File: src/rtl/mod_updown_counter_pkg.sv
// rtl/mod_updown_counter_pkg.sv - shared constants for the up/down counter
//
// Purpose: end-of-range mode constants and default geometry shared by the
// counter top level and its next-count helper.
// Ports: none (package).

package mod_updown_counter_pkg;

  // End-of-range behaviour selected by the SATURATE parameter
  localparam int MODE_WRAP = 0;
  localparam int MODE_SAT  = 1;

  // Default counter geometry
  localparam int DEFAULT_WIDTH   = 4;
  localparam int DEFAULT_MODULUS = 16;

endpackage : mod_updown_counter_pkg

File: src/rtl/mod_updown_counter_next_count.sv
// rtl/mod_updown_counter_next_count.sv - combinational next-count and wrap flag
//
// Purpose: given the current count and direction, produce the value the counter
// takes on an enabled edge and whether that step is a wrap event.
// Ports:
//   i_q      in  WIDTH  current count
//   i_up_dn  in  1      direction, 1 = up, 0 = down
//   o_next   out WIDTH  next count for an enabled edge
//   o_wrap   out 1      high when the step crosses a range end in wrap mode

module mod_next_count
  import mod_updown_counter_pkg::*;
#(
  parameter int WIDTH    = DEFAULT_WIDTH,
  parameter int MODULUS  = DEFAULT_MODULUS,
  parameter int SATURATE = MODE_WRAP
) (
  input  logic [WIDTH-1:0] i_q,
  input  logic             i_up_dn,
  output logic [WIDTH-1:0] o_next,
  output logic             o_wrap
);

  localparam logic [WIDTH-1:0] C_MAX = WIDTH'(MODULUS - 1);
  localparam logic             C_SAT = (SATURATE == MODE_SAT);

  always_comb begin
    o_next = i_q;
    o_wrap = 1'b0;
    if (i_up_dn) begin
      // >= rather than == so any out-of-range value still lands in range
      if (i_q >= C_MAX) begin
        if (C_SAT) begin
          o_next = C_MAX;
        end else begin
          o_next = '0;
          o_wrap = 1'b1;
        end
      end else begin
        o_next = i_q + WIDTH'(1);
      end
    end else begin
      if (i_q == '0) begin
        if (!C_SAT) begin
          o_next = C_MAX;
          o_wrap = 1'b1;
        end
      end else if (i_q > C_MAX) begin
        o_next = C_MAX;
      end else begin
        o_next = i_q - WIDTH'(1);
      end
    end
  end

endmodule : mod_next_count

File: src/rtl/mod_updown_counter.sv
// rtl/mod_updown_counter.sv - modulo up/down counter with load, wrap pulse and terminal count
//
// Purpose: counts 0..MODULUS-1 up or down, wrapping or saturating at the range
// ends, with a clamped synchronous parallel load. Edge priority is
// rst > load > en > hold.
// Ports:
//   clk       in  1      rising-edge clock
//   rst       in  1      asynchronous active-high reset
//   en        in  1      count enable
//   up_dn     in  1      direction, 1 = up, 0 = down
//   load      in  1      synchronous parallel load strobe
//   load_val  in  WIDTH  load value, clamped to MODULUS-1
//   Q         out WIDTH  registered count
//   tc        out 1      terminal count for the current direction (combinational)
//   wrapped   out 1      registered one-cycle pulse per wrap event

module mod_updown_counter
  import mod_updown_counter_pkg::*;
#(
  parameter int WIDTH    = DEFAULT_WIDTH,
  parameter int MODULUS  = DEFAULT_MODULUS,
  parameter int SATURATE = MODE_WRAP
) (
  input  logic             clk,
  input  logic             rst,
  input  logic             en,
  input  logic             up_dn,
  input  logic             load,
  input  logic [WIDTH-1:0] load_val,
  output logic [WIDTH-1:0] Q,
  output logic             tc,
  output logic             wrapped
);

  if (WIDTH < 1) begin : g_bad_width
    $error("mod_updown_counter: WIDTH must be >= 1");
  end
  if (MODULUS < 2 || MODULUS > (2 ** WIDTH)) begin : g_bad_modulus
    $error("mod_updown_counter: MODULUS must satisfy 2 <= MODULUS <= 2**WIDTH");
  end
  if (SATURATE != MODE_WRAP && SATURATE != MODE_SAT) begin : g_bad_mode
    $error("mod_updown_counter: SATURATE must be MODE_WRAP or MODE_SAT");
  end

  localparam logic [WIDTH-1:0] C_MAX = WIDTH'(MODULUS - 1);

  logic [WIDTH-1:0] r_q;
  logic             r_wrapped;
  logic [WIDTH-1:0] w_next;
  logic             w_wrap;
  logic [WIDTH-1:0] w_load_q;

  mod_next_count #(
    .WIDTH    (WIDTH),
    .MODULUS  (MODULUS),
    .SATURATE (SATURATE)
  ) u_next_count (
    .i_q     (r_q),
    .i_up_dn (up_dn),
    .o_next  (w_next),
    .o_wrap  (w_wrap)
  );

  // Out-of-range load values clamp to the top of the range
  assign w_load_q = (load_val > C_MAX) ? C_MAX : load_val;

  always_ff @(posedge clk or posedge rst) begin
    if (rst) begin
      r_q       <= '0;
      r_wrapped <= 1'b0;
    end else if (load) begin
      r_q       <= w_load_q;
      r_wrapped <= 1'b0;
    end else if (en) begin
      r_q       <= w_next;
      r_wrapped <= w_wrap;
    end else begin
      r_wrapped <= 1'b0;
    end
  end

  assign Q       = r_q;
  assign wrapped = r_wrapped;
  // Terminal count follows the live direction, independent of en and mode
  assign tc      = up_dn ? (r_q == C_MAX) : (r_q == '0);

endmodule : mod_updown_counter

File: config.mk
export PLATFORM = sky130hd
export DESIGN_NAME = mod_updown_counter
export DESIGN_NICKNAME = d
export VERILOG_FILES = /design/src/rtl/mod_updown_counter_pkg.sv /design/src/rtl/mod_updown_counter_next_count.sv /design/src/rtl/mod_updown_counter.sv
export SDC_FILE = /design/constraint.sdc
export NUM_CORES = 1
export LEC_CHECK = 0
export CORE_AREA = 3 3 40 42
export CTS_CLUSTER_SIZE = 14
export DETAILED_ROUTE_END_ITERATION = 10
export DIE_AREA = 0 0 43 45
export PLACE_DENSITY = 0.54
export SYNTH_ARGS = -nofsm -noshare
export SYNTH_HDL_FRONTEND = slang
export SYNTH_SLANG_ARGS = --single-unit
File: constraint.sdc
create_clock -name clk -period 3.2 [get_ports clk]
set_input_delay 0.48 -clock clk [delete_from_list [all_inputs] [get_ports clk]]
set_output_delay 0.48 -clock clk [all_outputs]
set_load 0.02 [all_outputs]
==> results.txt <==
async set or reset register ratio after synthesis - 100%
Die W - 43 microns
CP max FO - 6
outcome - finished, final reports clean
Hold Path Class - input pin to async pin
Routed Antenna Nets - 0
CTS buffer count - 3
initial antenna violation count - 0
slew at the pin closest to its max-slew limit - 0.378 ns
crit path capture type - output port
share of power burned in registers - 34.0%
total track usage - 10.3%
fin nets - 68
unrepaired setup endpoints after global routing - false
die area - 1940 sq um
Synth Flop Type - dfrtp_1
cell area after layout - 533 sq um
final setup vio count - 0
post-route setup slack - 0.565 ns
first-pass GRT wire length - 1430 microns
share of layout cells above drive strength 1 - 12.5%
Min Clock Period, post-route - 2.64 ns
CP Data Arrival Time - 2.16 ns
CTS clk-pin slew, worst paths - 0.05 ns
count of cell types in the netlist - 19
maximum capacitance violations - 0
routability cong. - 0.695
Initial Util - 27.5%
worst vdd ir - 196 uV
Tcrit/Tclk final - 82.4%
fmax - 379 MHz
Post-DP Area - 507 sq um
clock network fraction of design power - 30.4%
setup bufs post-CTS - 0
Worst Setup Start Kind - input pin
largest net degree at the start of global routing - 11
Ys Warns - 0
H-tree levels - 1
wire per inst - 11.6 microns
critical path type - input pin to output port
PwrDens - 470 nW/um^2
combinational share of power - 35.7%
Cell Area, Synth - 353 sq um
Leakage - 0.234 nW
FF+latch count, synth - 5
Iter 0 DRT Violations - 1
total routed wirelength - 827 microns
Vias/cell - 4.66
EDFF count, synth - 0
pre-CTS WS - 0.560 ns
Required @ worst endpoint - 2.72 ns
Clock Sinks - 5
Chip Height - 45 microns
Final Max Slew Viols - 0
Post-Place Cells - 67
post-synth top area cell - dfrtp_1
Row Count - 13
PostCTS Resize Cnt - 0
Area contributors post-synth - dfrtp_1 (35%), xnor2_1 (9.9%), ha_1 (7.1%)
met2 GRT Util - 14.7%
syn nets - 50
Pint - 0.168 mW
residual overflow from global routing - 0
Port Buffers - 14
Pre-Repair DR Iteration Count - 2
Fin Setup TNS - 0 ns
Root Driver - clkbuf_4
Clock Path Buffers - 2
met3 GRT Util - 4.38%
Worst Skew - 0.000433 ns
sequential fraction of the synthesis area - 35.5%
Layout Cells excl Fill - 71
Hold Fails Final Rpt - 0
HPWL after DPL - 653 microns
Psw - 0.0822 mW
Yosys top cell area share - 35.5%
synthesized area per cell - 9.05 sq um
DR vias - 331
grt peak-use layer - met2
Ports - 15
core footprint - 1280 sq um
relative slew slack - 74.4%
CTS hold repair buffers - 0
cell count after synthesis - 39
vias in the first global route - 334
sw frac - 32.8%
power after layout - 0.250 mW
Commonest cells post-synth - dfrtp_1 (5), nand2_1 (5), o21ai_0 (5)
Remaining DRCs - 0
met1 global-route usage - 13.1%
# diodes - 0
area grow syn2layout - 51.1%
Clk Latency, worst-skew pair - 0.25 ns
TritonCTS clock tree - yes
per-layer routing:
metal	share of wire, %	wire length [microns]	vias to the layer above
met5	0	0	-
met4	1.5	12	0
met3	7.5	62	2
met2	43	352	12
met1	48	400	145
li1	-	-	172
cell type report:
cell class              instances  area [sq um]
clock buffers                   4          26.3
well taps                      15          18.8
repair buffers                 14           140
inverters                       4          15.0
fillers                       135           752
multi-input cells              29           208
flip-flops and latches          5           125
cell usage in the layout, fill, tap and decap left out, types with 2 or more instances in the layout:
cell type	netlist	layout
clkdlybuf4s50_1	0	14
dfrtp_1	5	5
nand2_1	5	5
o21ai_0	5	5
xnor2_1	4	4
inv_1	3	3
clkbuf_4	0	3
mux2_2	2	2
a21oi_1	2	2
ha_1	2	2
worst max-delay path, cell delays in order:
cell and delay [ns]:
clkdlybuf4s50_1 0.51, nor4b_1 0.39, a41o_2 0.18, clkdlybuf4s50_1 0.60
cells by family (layout without fill, tap and decap cells):
logic type	after synthesis	count (layout)	share of synthesized area, %
XOR/XNOR	4	4	9.93
multiplexers	3	3	9.22
buffers and inverters	5	22	5.67
AND/OR/NAND/NOR	11	11	17.0
flip-flops	5	5	35.5
adder cells (fa/ha/maj)	2	2	7.09
AO/OA/AOI/OAI	9	9	15.6
final timing paths:
| kind | from | end | slack [ns] | cells past startpoint |
|---|---|---|---|---|
| min reg2reg | Q[1] | Q[1] | 0.68 | 2 |
| min in group clk | Q[1] | Q[1] | 0.68 | 2 |
| min | rst | Q[0] | 0.44 | 2 |
| max in group asynchronous | rst | Q[2] | 2.58 | 2 |
| max | up_dn | tc | 0.56 | 4 |
| max reg2reg | Q[0] | Q[3] | 1.72 | 6 |
power by group through the flow:
| stage | sequential (mW) | combinational, mW | clock [mW] |
|---|---|---|---|
| floorplan | 0.0934 | 0.0432 | 0 |
| global placement | 0.0858 | 0.0908 | 0 |
| detailed placement | 0.0859 | 0.0904 | 0 |
| CTS | 0.0849 | 0.0908 | 0.0778 |
| global route | 0.0875 | 0.0991 | 0.0847 |
| finish | 0.0850 | 0.0894 | 0.0760 |
registers in the layout, summed over array words and instances, names as in the netlist:
name     count
Q            4
wrapped      1
per-stage QoR:
step           utilization, %  hold WS, ns
2_1_floorplan               -        0.259
3_3_place_gp             39.4        0.667
3_5_place_dp             39.4        0.681
4_1_cts                  41.5        0.452
5_1_grt                  41.5        0.456
6_report                 41.5        0.442
Power figures use the tool's default switching activity.
